$ cat src/rtl/attn_seq_pkg.sv
// Shared definitions for the attention instruction sequencer: phase encoding,
// inst bit positions (functions of ADDR_W) and SFP micro-sequence lengths.
package attn_seq_pkg;

    typedef enum logic [3:0] {
        IDLE  = 4'd0,
        LOAD  = 4'd1,
        LEND  = 4'd2,
        LOFF  = 4'd3,
        GAP1  = 4'd4,
        EXEC  = 4'd5,
        EEND  = 4'd6,
        GAP2  = 4'd7,
        DRAIN = 4'd8,
        DEND  = 4'd9,
        SFP   = 4'd10,
        STAIL = 4'd11,
        DONE  = 4'd12
    } phase_e;

    localparam int SFP_STEPS = 5;
    localparam int SFP_TAIL  = 2;

    localparam int B_PMEM_WR  = 0;
    localparam int B_PMEM_RD  = 1;
    localparam int B_KMEM_WR  = 2;
    localparam int B_KMEM_RD  = 3;
    localparam int B_QMEM_WR  = 4;
    localparam int B_QMEM_RD  = 5;
    localparam int B_LOAD     = 6;
    localparam int B_EXECUTE  = 7;
    localparam int B_PMEM_ADD = 8;

    function automatic int b_qkmem_add(input int aw);
        return 8 + aw;
    endfunction

    function automatic int b_ofifo_rd(input int aw);
        return 8 + 2 * aw;
    endfunction

    function automatic int b_acc_ready(input int aw);
        return 9 + 2 * aw;
    endfunction

    function automatic int b_div_ready(input int aw);
        return 10 + 2 * aw;
    endfunction

    function automatic int inst_width(input int aw);
        return 11 + 2 * aw;
    endfunction

endpackage

$ cat src/rtl/attn_sfp_row_fsm.sv
// SFP row micro-sequencer: steps S0..S4 per row, row counter, last-row flag.
// Registers hold the step to be issued next; adv moves one step per cycle.
// No backpressure: advances whenever adv is high, clr returns it to S0/row 0.
module attn_sfp_row_fsm
    import attn_seq_pkg::*;
#(
    parameter int ADDR_W = 4
) (
    input  logic              clk,
    input  logic              reset_n,
    input  logic              clr,
    input  logic              adv,
    input  logic [ADDR_W:0]   n_q,
    output logic              acc,
    output logic              div,
    output logic [ADDR_W-1:0] row_add,
    output logic              row_done
);

    typedef logic [ADDR_W-1:0] addr_t;
    localparam logic [2:0]    LAST_STEP = 3'(SFP_STEPS - 1);
    localparam logic [ADDR_W:0] ONE     = {{ADDR_W{1'b0}}, 1'b1};

    logic [2:0]      step;
    logic [ADDR_W:0] row;

    always_ff @(posedge clk or negedge reset_n) begin
        if (!reset_n) begin
            step     <= '0;
            row      <= '0;
            row_done <= 1'b0;
        end else if (clr) begin
            step     <= '0;
            row      <= '0;
            row_done <= 1'b0;
        end else if (adv) begin
            if (step == LAST_STEP) begin
                step <= '0;
                row  <= row + ONE;
                // flag rises as the final S4 is issued, so the parent leaves after it
                if (row == n_q - ONE)
                    row_done <= 1'b1;
            end else begin
                step <= step + 3'd1;
            end
        end
    end

    assign acc     = (step == 3'd1) || (step == 3'd2);
    assign div     = (step == 3'd3) || (step == 3'd4);
    assign row_add = addr_t'(row);

endmodule

$ cat src/rtl/attn_inst_sequencer.sv
// Phase sequencer driving the fullchip inst word; SFP phase under ATTN_SEQ_SFP_EN.
// Latency: L0 one cycle after accepted start; all outputs registered.
// Backpressure: DRAIN issues a transfer only when ofifo_valid was high the cycle before.
module attn_inst_sequencer
    import attn_seq_pkg::*;
#(
    parameter int ADDR_W = 4,
    parameter int GAP_W  = 4
) (
    input  logic                  clk,
    input  logic                  reset_n,
    input  logic                  start,
    input  logic                  abort,
    input  logic [ADDR_W:0]       n_q,
    input  logic [ADDR_W:0]       n_col,
    input  logic [GAP_W-1:0]      gap,
    input  logic                  ofifo_valid,
    output logic [11+2*ADDR_W-1:0] inst,
    output logic                  busy,
    output logic                  done,
    output logic                  cfg_err
);

    localparam int IW    = inst_width(ADDR_W);
    localparam int B_QK  = b_qkmem_add(ADDR_W);
    localparam int B_OFR = b_ofifo_rd(ADDR_W);
    localparam int B_ACC = b_acc_ready(ADDR_W);
    localparam int B_DIV = b_div_ready(ADDR_W);
    localparam int CW    = (ADDR_W + 1 > GAP_W) ? ADDR_W + 1 : GAP_W;

    typedef logic [CW-1:0]     cnt_t;
    typedef logic [ADDR_W-1:0] addr_t;
    localparam cnt_t C1 = cnt_t'(1);

    phase_e state, nxt_state;
    cnt_t   cnt, nxt_cnt, nq_r, ncol_r, gap_r, xidx, cm1;
    logic   nxt_err, latch, xfer;
    logic [IW-1:0] nxt_inst;

`ifdef ATTN_SEQ_SFP_EN
    logic          sfp_acc, sfp_div, sfp_row_done;
    addr_t         sfp_row;
    logic [ADDR_W:0] nq_sfp;

    assign nq_sfp = (ADDR_W + 1)'(nq_r);

    attn_sfp_row_fsm #(.ADDR_W(ADDR_W)) u_sfp (
        .clk      (clk),
        .reset_n  (reset_n),
        .clr      ((state == IDLE) || (state == DONE)),
        .adv      (nxt_state == SFP),
        .n_q      (nq_sfp),
        .acc      (sfp_acc),
        .div      (sfp_div),
        .row_add  (sfp_row),
        .row_done (sfp_row_done)
    );
`endif

    // Next phase and counter; cnt is the in-phase index (transfers issued in DRAIN)
    always_comb begin
        nxt_state = IDLE;
        nxt_cnt   = '0;
        nxt_err   = 1'b0;
        latch     = 1'b0;
        xfer      = 1'b0;
        xidx      = '0;
        if (!abort) begin
            case (state)
                IDLE, DONE: begin
                    if (start) begin
                        if (n_q == '0 || n_col == '0) begin
                            nxt_err = 1'b1;
                        end else begin
                            latch     = 1'b1;
                            nxt_state = LOAD;
                        end
                    end
                end
                LOAD: begin
                    if (cnt == ncol_r) nxt_state = LEND;
                    else begin nxt_state = LOAD; nxt_cnt = cnt + C1; end
                end
                LEND: nxt_state = LOFF;
                LOFF: nxt_state = (gap_r != '0) ? GAP1 : EXEC;
                GAP1: begin
                    if (cnt == gap_r - C1) nxt_state = EXEC;
                    else begin nxt_state = GAP1; nxt_cnt = cnt + C1; end
                end
                EXEC: begin
                    if (cnt == nq_r - C1) nxt_state = EEND;
                    else begin nxt_state = EXEC; nxt_cnt = cnt + C1; end
                end
                EEND: nxt_state = (gap_r != '0) ? GAP2 : DRAIN;
                GAP2: begin
                    if (cnt == gap_r - C1) nxt_state = DRAIN;
                    else begin nxt_state = GAP2; nxt_cnt = cnt + C1; end
                end
                DRAIN: begin
                    if (cnt == nq_r) nxt_state = DEND;
                    else begin nxt_state = DRAIN; nxt_cnt = cnt; end
                end
`ifdef ATTN_SEQ_SFP_EN
                DEND:  nxt_state = SFP;
                SFP:   nxt_state = sfp_row_done ? STAIL : SFP;
                STAIL: begin
                    if (cnt == cnt_t'(SFP_TAIL - 1)) nxt_state = DONE;
                    else begin nxt_state = STAIL; nxt_cnt = cnt + C1; end
                end
`else
                DEND:  nxt_state = DONE;
`endif
                default: nxt_state = IDLE;
            endcase
            if (nxt_state == DRAIN) begin
                xidx = nxt_cnt;
                if (ofifo_valid) begin
                    xfer    = 1'b1;
                    nxt_cnt = nxt_cnt + C1;
                end
            end
        end
    end

    assign cm1 = nxt_cnt - C1;

    // inst word for the cycle about to start
    always_comb begin
        nxt_inst = '0;
        case (nxt_state)
            LOAD: begin
                nxt_inst[B_LOAD]            = 1'b1;
                nxt_inst[B_KMEM_RD]         = (nxt_cnt != '0);
                nxt_inst[B_QK +: ADDR_W]    = (nxt_cnt == '0) ? '0 : addr_t'(cm1);
            end
            LEND: nxt_inst[B_LOAD] = 1'b1;
            EXEC: begin
                nxt_inst[B_EXECUTE]         = 1'b1;
                nxt_inst[B_QMEM_RD]         = 1'b1;
                nxt_inst[B_QK +: ADDR_W]    = addr_t'(nxt_cnt);
            end
            DRAIN: begin
                nxt_inst[B_OFR]             = xfer;
                nxt_inst[B_PMEM_WR]         = xfer;
                nxt_inst[B_PMEM_ADD +: ADDR_W] = xfer ? addr_t'(xidx) : inst[B_PMEM_ADD +: ADDR_W];
            end
`ifdef ATTN_SEQ_SFP_EN
            SFP: begin
                nxt_inst[B_PMEM_RD]         = 1'b1;
                nxt_inst[B_ACC]             = sfp_acc;
                nxt_inst[B_DIV]             = sfp_div;
                nxt_inst[B_PMEM_ADD +: ADDR_W] = sfp_row;
            end
            STAIL: nxt_inst[B_DIV] = 1'b1;
`endif
            default: ;
        endcase
    end

    always_ff @(posedge clk or negedge reset_n) begin
        if (!reset_n) begin
            state   <= IDLE;
            cnt     <= '0;
            nq_r    <= '0;
            ncol_r  <= '0;
            gap_r   <= '0;
            inst    <= '0;
            busy    <= 1'b0;
            done    <= 1'b0;
            cfg_err <= 1'b0;
        end else begin
            state   <= nxt_state;
            cnt     <= nxt_cnt;
            inst    <= nxt_inst;
            busy    <= (nxt_state != IDLE) && (nxt_state != DONE);
            done    <= (nxt_state == DONE);
            cfg_err <= nxt_err;
            if (latch) begin
                nq_r   <= cnt_t'(n_q);
                ncol_r <= cnt_t'(n_col);
                gap_r  <= cnt_t'(gap);
            end
        end
    end

endmodule

$ cat config.mk
export PLATFORM = sky130hd
export DESIGN_NAME = attn_inst_sequencer
export DESIGN_NICKNAME = d
export VERILOG_FILES = /design/src/rtl/attn_seq_pkg.sv /design/src/rtl/attn_sfp_row_fsm.sv /design/src/rtl/attn_inst_sequencer.sv
export SDC_FILE = /design/constraint.sdc
export NUM_CORES = 1
export LEC_CHECK = 0
export ABC_AREA = 1
export CORE_ASPECT_RATIO = 1.5
export CORE_MARGIN = 3
export CORE_UTILIZATION = 45
export CTS_BUF_LIST = sky130_fd_sc_hd__clkbuf_4 sky130_fd_sc_hd__clkbuf_8
export DETAILED_ROUTE_END_ITERATION = 6
export PLACE_DENSITY = 0.78
export SLEW_MARGIN = 5
export SYNTH_ARGS = -nofsm -noshare
export SYNTH_HDL_FRONTEND = slang
export SYNTH_HIERARCHICAL = 1
export SYNTH_SLANG_ARGS = --single-unit
$ cat constraint.sdc
create_clock -name clk -period 2.85 [get_ports clk]
set_input_delay 0.57 -clock clk [delete_from_list [all_inputs] [get_ports clk]]
set_output_delay 0.57 -clock clk [all_outputs]
set_load 0.005 [all_outputs]
# Word-level counts from Yosys, hierarchy flattened
# Cells that the tools add are included.
[word_totals]
register_bits = 40
output_inout_bits = 22
[op_classes]
addsub = 5
n_eq_ne = 22
muxes = 42
n_reduce_logical = 12
[op_table]
columns = ["op", "n"]
rows = [
  ["$mux 5", 8],
  ["$pmux 4 s10", 1],
  ["$mux 4", 9],
  ["$eq 4x4->1 const B", 6],
  ["$eq 4x3->1 const B", 5],
  ["$eq 5x5->1", 4],
  ["$mux 1", 20],
  ["$pmux 5 s4", 1],
  ["$logic_not 5->1", 3],
  ["$eq 4x2->1 const B", 3],
  ["$add 5x1->5 const B", 2],
  ["$reduce_bool 5->1", 2],
  ["$eq 4x1->1 const B", 2],
  ["$pmux 4 s2", 1],
  ["$reduce_or 2->1", 3],
  ["$sub 4x1->5 const B", 1],
  ["$sub 5x1->5 const B", 1],
  ["$logic_not 4->1", 1],
  ["$mux 2", 2],
  ["$ne 4x4->1 const B", 1],
  ["$reduce_bool 4->1", 1],
  ["$sub 4x1->4 const B", 1],
  ["$ne 2x2->1 const B", 1],
  ["$logic_and 1x1->1", 1],
  ["$logic_or 1x1->1", 1],
]

# Longest topological paths before layout
[depth]
ltp_word = 12
ltp_mapped = 24
mapped_depth_nobuf = 24

# Least setup slack after synthesis
# No wires, ideal clock.
[synth_path]
kind = "register -> register"
from = "register gap_r[0]"
to = "register inst[15]"
setup_ns = 0.117
arrival_time_ns = 2.911
required_time_ns = 2.733
slack_ns = -0.178
path_stages_with_launch = 24
n_path_buf = 0
cell_sequence = "dfrtp_1 inv_1 ha_1 nand2_1 inv_1 nor2_2 nand3_1 nor2_4 nand2_4 nand2_1 nand2_1 o21ai_1 inv_1 ha_1 or2_2 nand2_1 nand2_1 nand3_1 ha_1 nand2_2 nor2_2 nand2_2 nand3_1 nand2_1"
[synth_between]
elab_chain_len = 12
word_cells_on_any_way = 24
cone_classes = "3 x add/sub; 4 x eq/ne; 15 x mux; 2 x reduce/logical"
[synth_lines]
columns = ["element", "line", "rtl"]
rows = [
  ["from (decl)", "attn_inst_sequencer.sv:36", "cnt_t cnt, nxt_cnt, nq_r, ncol_r, gap_r, xidx, cm1;"],
  ["from (signal assigned)", "attn_inst_sequencer.sv:181", "gap_r <= cnt_t'(gap);"],
  ["$sub 4x1->5", "attn_inst_sequencer.sv:87, attn_inst_sequencer.sv:96", ""],
  ["$eq 5x5->1", "attn_inst_sequencer.sv:87, attn_inst_sequencer.sv:96", ""],
  ["$mux 5", "attn_inst_sequencer.sv:87, attn_inst_sequencer.sv:96", ""],
  ["$pmux 5 s4", "attn_inst_sequencer.sv:69", "case (state)"],
  ["$mux 5", "attn_inst_sequencer.sv:68", "if (!abort) begin"],
  ["$add 5x1->5", "attn_inst_sequencer.sv:119", "nxt_cnt = nxt_cnt + C1;"],
  ["$mux 5", "attn_inst_sequencer.sv:117", "if (ofifo_valid) begin"],
  ["$mux 5", "attn_inst_sequencer.sv:115", "if (nxt_state == DRAIN) begin"],
  ["$mux 5", "attn_inst_sequencer.sv:68", ""],
  ["$sub 4x1->4 or $logic_not 5->1 (tied branches)", "attn_inst_sequencer.sv:125, attn_inst_sequencer.sv:134", ""],
  ["$mux 4", "attn_inst_sequencer.sv:134", "nxt_inst[B_QK +: ADDR_W] = (nxt_cnt == '0) ? '0 : addr_t'(cm1);"],
  ["$pmux 4 s2 *", "attn_inst_sequencer.sv:130", "case (nxt_state)"],
  ["via nxt_inst[15]", "attn_inst_sequencer.sv:38", "logic [IW-1:0] nxt_inst;"],
  ["to (signal assigned)", "attn_inst_sequencer.sv:174", "inst <= nxt_inst;"],
  ["to (decl)", "attn_inst_sequencer.sv:18", "output logic [11+2*ADDR_W-1:0] inst,"],
]
# Mark *: on every way through the listed nets, which the timed path passes. The rest lies on a longest branch. The select of a mux whose other input is x is not followed.
# A chain may end at the register's enable or synchronous reset.

# Worst setup path in the final report
[layout_path]
from = "register nq_r[4]"
to = "register inst[12]"
[layout_between]
elab_chain_len = 12
word_cells_on_any_way = 23
cone_classes = "3 x add/sub; 5 x eq/ne; 14 x mux; 1 x reduce/logical"
[layout_lines]
columns = ["element", "line", "rtl"]
rows = [
  ["from (decl)", "attn_inst_sequencer.sv:36", ""],
  ["from (signal assigned)", "attn_inst_sequencer.sv:179", "nq_r <= cnt_t'(n_q);"],
  ["$sub 5x1->5", "attn_inst_sequencer.sv:91", "if (cnt == nq_r - C1) nxt_state = EEND;"],
  ["$eq 5x5->1", "attn_inst_sequencer.sv:91", ""],
  ["$mux 5", "attn_inst_sequencer.sv:91", ""],
  ["$pmux 5 s4", "attn_inst_sequencer.sv:69", ""],
  ["$mux 5", "attn_inst_sequencer.sv:68", ""],
  ["$add 5x1->5", "attn_inst_sequencer.sv:119", ""],
  ["$mux 5", "attn_inst_sequencer.sv:117", ""],
  ["$mux 5", "attn_inst_sequencer.sv:115", ""],
  ["$mux 5", "attn_inst_sequencer.sv:68", ""],
  ["$sub 4x1->4 or $logic_not 5->1 (tied branches)", "attn_inst_sequencer.sv:125, attn_inst_sequencer.sv:134", ""],
  ["$mux 4", "attn_inst_sequencer.sv:134", ""],
  ["$pmux 4 s2 *", "attn_inst_sequencer.sv:130", ""],
  ["via nxt_inst[12]", "attn_inst_sequencer.sv:38", ""],
]
# Marks and branches as above.

==> summary.md <==
| Metric | Value |
|---|---|
| Fraction of layout cells with a size suffix above 1 | 0.285 |
| Crit-path slowest cell | dfrtp_1 |
| Reg2reg path depth | 21 |
| Post-synthesis adder-cell area fraction | 0.0270 |
| CTS max path bufs | 2 |
| GRT Total Usage | 0.226 |
| Initial antenna violation count | 0 |
| WL final | 8.53 mm |
| Final instance area | slightly below 4000 um2 |
| Cells along the critical path | inv_1 -> nand2_1 -> nand2_1 -> and2_4 -> nor2_2 -> nand3_2 -> a21oi_2 -> nand2_2 -> o21ai_2 -> inv_1 -> ha_1 -> or2_4 -> nand2_1 -> nand2_1 -> nand3_2 -> ha_4 -> nand2_4 -> nor2_4 -> nand2_4 -> nand3_2 -> nand2_1 |
| Yosys reg bits | 38 |
| CTS tree | done |
| Cell Area, Placed | 3530 um2 |
| Worst path buffer plus inverter count | 2 |
| Num rows | 34 |
| Startpoint Class | flip-flop |
| Crit path from | nq_r[4] |
| Setup TNS | -416 ps |
| Fill count | 518 |
| Met2 routed WL | approximately 4.4 mm |
| Post-synthesis cell count | 405 |
| Routed len/inst | 15.0 um |
| Largest family of logic cells by synthesized area | simple AND/OR/NAND/NOR gates |
| Max Slew Vio Count | 0 |
| Final min period | 2940 ps |
| Avg Cell Area, Syn | 6.86 um2 |
| Vias in the first global route | 2,895 |
| Top post-synthesis cells by area | dfrtp_1 (34%), nand2_1 (15%), nand3_1 (8.1%) |
| Fin worst setup slack | -94.0 ps |
| Die area | 7170 um2 |
| Synthesized area | 2780 um2 |
| Total number of yosys warnings | 6 |
| Final global-route overflow total | 0 |
| Slew of the pin with the lowest slew margin | 867 ps |
| Synth cell count leaders | nand2_1 (108), nor2_1 (53), inv_1 (50) |
| # placed instances | between 500 and 600 |
| First-pass GRT wire length | between 10 and 15 mm |
| Max-cap violations | 0 |
| Synth area leader | dfrtp_1 |
| Nets | around 520 |
| Final Hold Vio Count | 0 |
| Outcome | finished, violations left |
| HPWL Detailed | approximately 5.7 mm |
| Routed Antenna Nets | 0 |
| Wire length on met1 | 3.02 mm |
| CTS H-tree depth | 2 |
| Critical path's top delay family | simple AND/OR/NAND/NOR gates |
| CTS sink count | 38 |
| Combinational power share | 0.375 |
| Vias/cell | around 5.3 |
| # IOs | 41 |
| Cts bufs inserted | 5 |
| Worst vdd ir | 0.000291 V |
| Routability cong. | 0.920 |
| Pre-Repair DR Iteration Count | 5 |
| Cell with the most instances after synthesis | nand2_1 |
| Synth Area in Compound Gates | 0.0626 |
| Count of different cell masters after synthesis | 39 |
| Instance count on the critical path | 21 |
| Synth top area share | 0.342 |
| Total number of vias | 3,036 |
| Initial Utilization | 0.473 |
| Critical Path RT | 3040 ps |
| Reg power frac | 0.331 |
| Multi-input gate area | 1640 um2 |
| Top_reg_cell synth | dfrtp_1 |
| Worst slack, placed | -114 ps |
| Internal power | 0.00132 W |
| CORE AREA | 5870 um2 |
| Endpoints failing setup | 6 |
| Met3 wire len | 489 um |
| R2R Path Start | nq_r[4] |
| EDFF count, synth | 0 |
| Leakage | 2.01 nW |
| Synth Area in XOR/XNOR | 0.0252 |
| Clock transition at path regs | ~110 ps |
| Root Driver | clkbuf_8 |
| CTS Hold Bufs | 0 |
| Clock Latency Late Sink | 320 ps |
| Die width | ~70 um |
| Setup CP Type | reg -> reg |
| Max layer used | met4 |
| Critical Path Sink Type | flip-flop |
| Crit path arrival time | 3140 ps |
| Number of diodes | 0 |
| DIE HEIGHT | 102 um |
| CP max stage delay | 470 ps |
| RSZ-0062 raised after global routing | true |
| Worst path most repeated cell | nand2_1 |
| Synth async-reset ratio | 1.00 |
| Largest net degree at the start of global routing | 39 |
| Fin crit share | 1.03 |
| Sequential cell area | 953 um2 |
| Worst clock skew | 22.9 ps |
| Post-synthesis sequential area ratio | 0.342 |
| Sw Pwr | 0.000676 W |
| Mux contribution to synthesized area | 0.0162 |
| PD cells | 514 nW/um2 |
| Slew Limit Headroom | 0.422 |
| Port Buffers | 35 |
| Post-route DRC | 0 |
| Sw frac | 0.339 |
| Hold Path Class | in -> async |
| Drt first-iter violations | 204 |
| Area growth syn-to-layout | 39.4% |
| Clk network pwr share | 0.293 |
| Failing checks | setup timing |
| Achievable frequency | approximately 340 MHz |
| Post-Synth Simple-Gate Area | 0.400 |
| Non-Filler Instances | 570 |
| Max FO, Critical Path | 4 |
==> cell usage in the layout (no fill, tap or decap), types with 5 or more instances in the layout <==
master	instances
a21oi_1	12
buf_4	58
clkbuf_8	5
clkdlybuf4s50_1	34
conb_1	5
dfrtp_1	36
inv_1	45
inv_2	10
nand2_1	103
nand2_2	11
nand3_1	35
nand3_2	14
nor2_1	49
nor2_2	7
nor2_4	5
o21ai_0	10
xnor2_1	6
==> worst register-to-register path, delay by kind of cell, from the launching register on <==
family          cells  cell delay [ps]
simple gates       15             1430
buf+inv             2              180
flops               1              470
fa+ha+maj           2              430
compound gates      2              330
==> cell type report <==
type	instances	share of cell area
inverter	60	0.0598
multi-input combinational	296	0.425
sequential	38	0.246
clock buffer	5	0.0178
timing repair buffer	96	0.210
tap	72	0.0233
clock inverter	3	0.0178
==> registers in the layout (all words and copies together) (netlist names) <==
| register | flops |
|---|---|
| cnt | 5 |
| gap_r | 4 |
| nq_r | 5 |
| ncol_r | 5 |
| busy | 1 |
| done | 1 |
| state | 4 |
| cfg_err | 1 |
| inst | 12 |
==> routing by layer <==
metal  track usage  up-vias
met3        0.0364       60
met4         0.137        0
met5             0        -
met1         0.231     1397
met2         0.428      141
li1              -     1438
==> cells by family after synthesis <==
family | Yosys count
xor gates and xnor gates | 8
DFF | 38
and+or+nand+nor | 243
muxes | 4
other | 1
adders and majority gates | 6
AOI/OAI and AO/OA | 30
buffers and inverters | 75
==> power by group through the flow <==
stage	Combinational (W)	Clock, W	Sequential (W)
after floorplan	0.000427	0	0.000657
final	0.000747	0.000584	0.000660
after global placement	0.000625	0	0.000665
after detailed placement	0.000644	0	0.000668
after CTS	0.000702	0.000583	0.000658
after global routing	0.000822	0.000606	0.000669
==> per-stage QoR <==
| stage | power [W] | hold WS, ps | util |
|---|---|---|---|
| detailed placement | 0.00131 | 512 | 0.601 |
| global route | 0.00210 | 433 | 0.659 |
| floorplan | 0.00108 | 274 | - |
| CTS | 0.00194 | 395 | 0.647 |
| global placement | 0.00129 | 495 | 0.601 |
| finish | 0.00199 | 355 | 0.659 |
==> worst paths after layout <==
path	to	slack, ps
max in group asynchronous	cnt[3]	1870
worst min register to register	inst[10]	540
worst max-delay path	inst[12]	-90
worst min-delay path	gap_r[3]	350
worst max register to register	inst[12]	-90
min in group clk	inst[10]	540
==> repair_timing <==
item	CTS	global route
setup buffers	11	4
pin swaps	9	7
setup endpoints to repair	5	9
gates resized for setup	11	15
hold endpoints to repair	0	0
No activity file was read; power rests on OpenSTA's default activity.
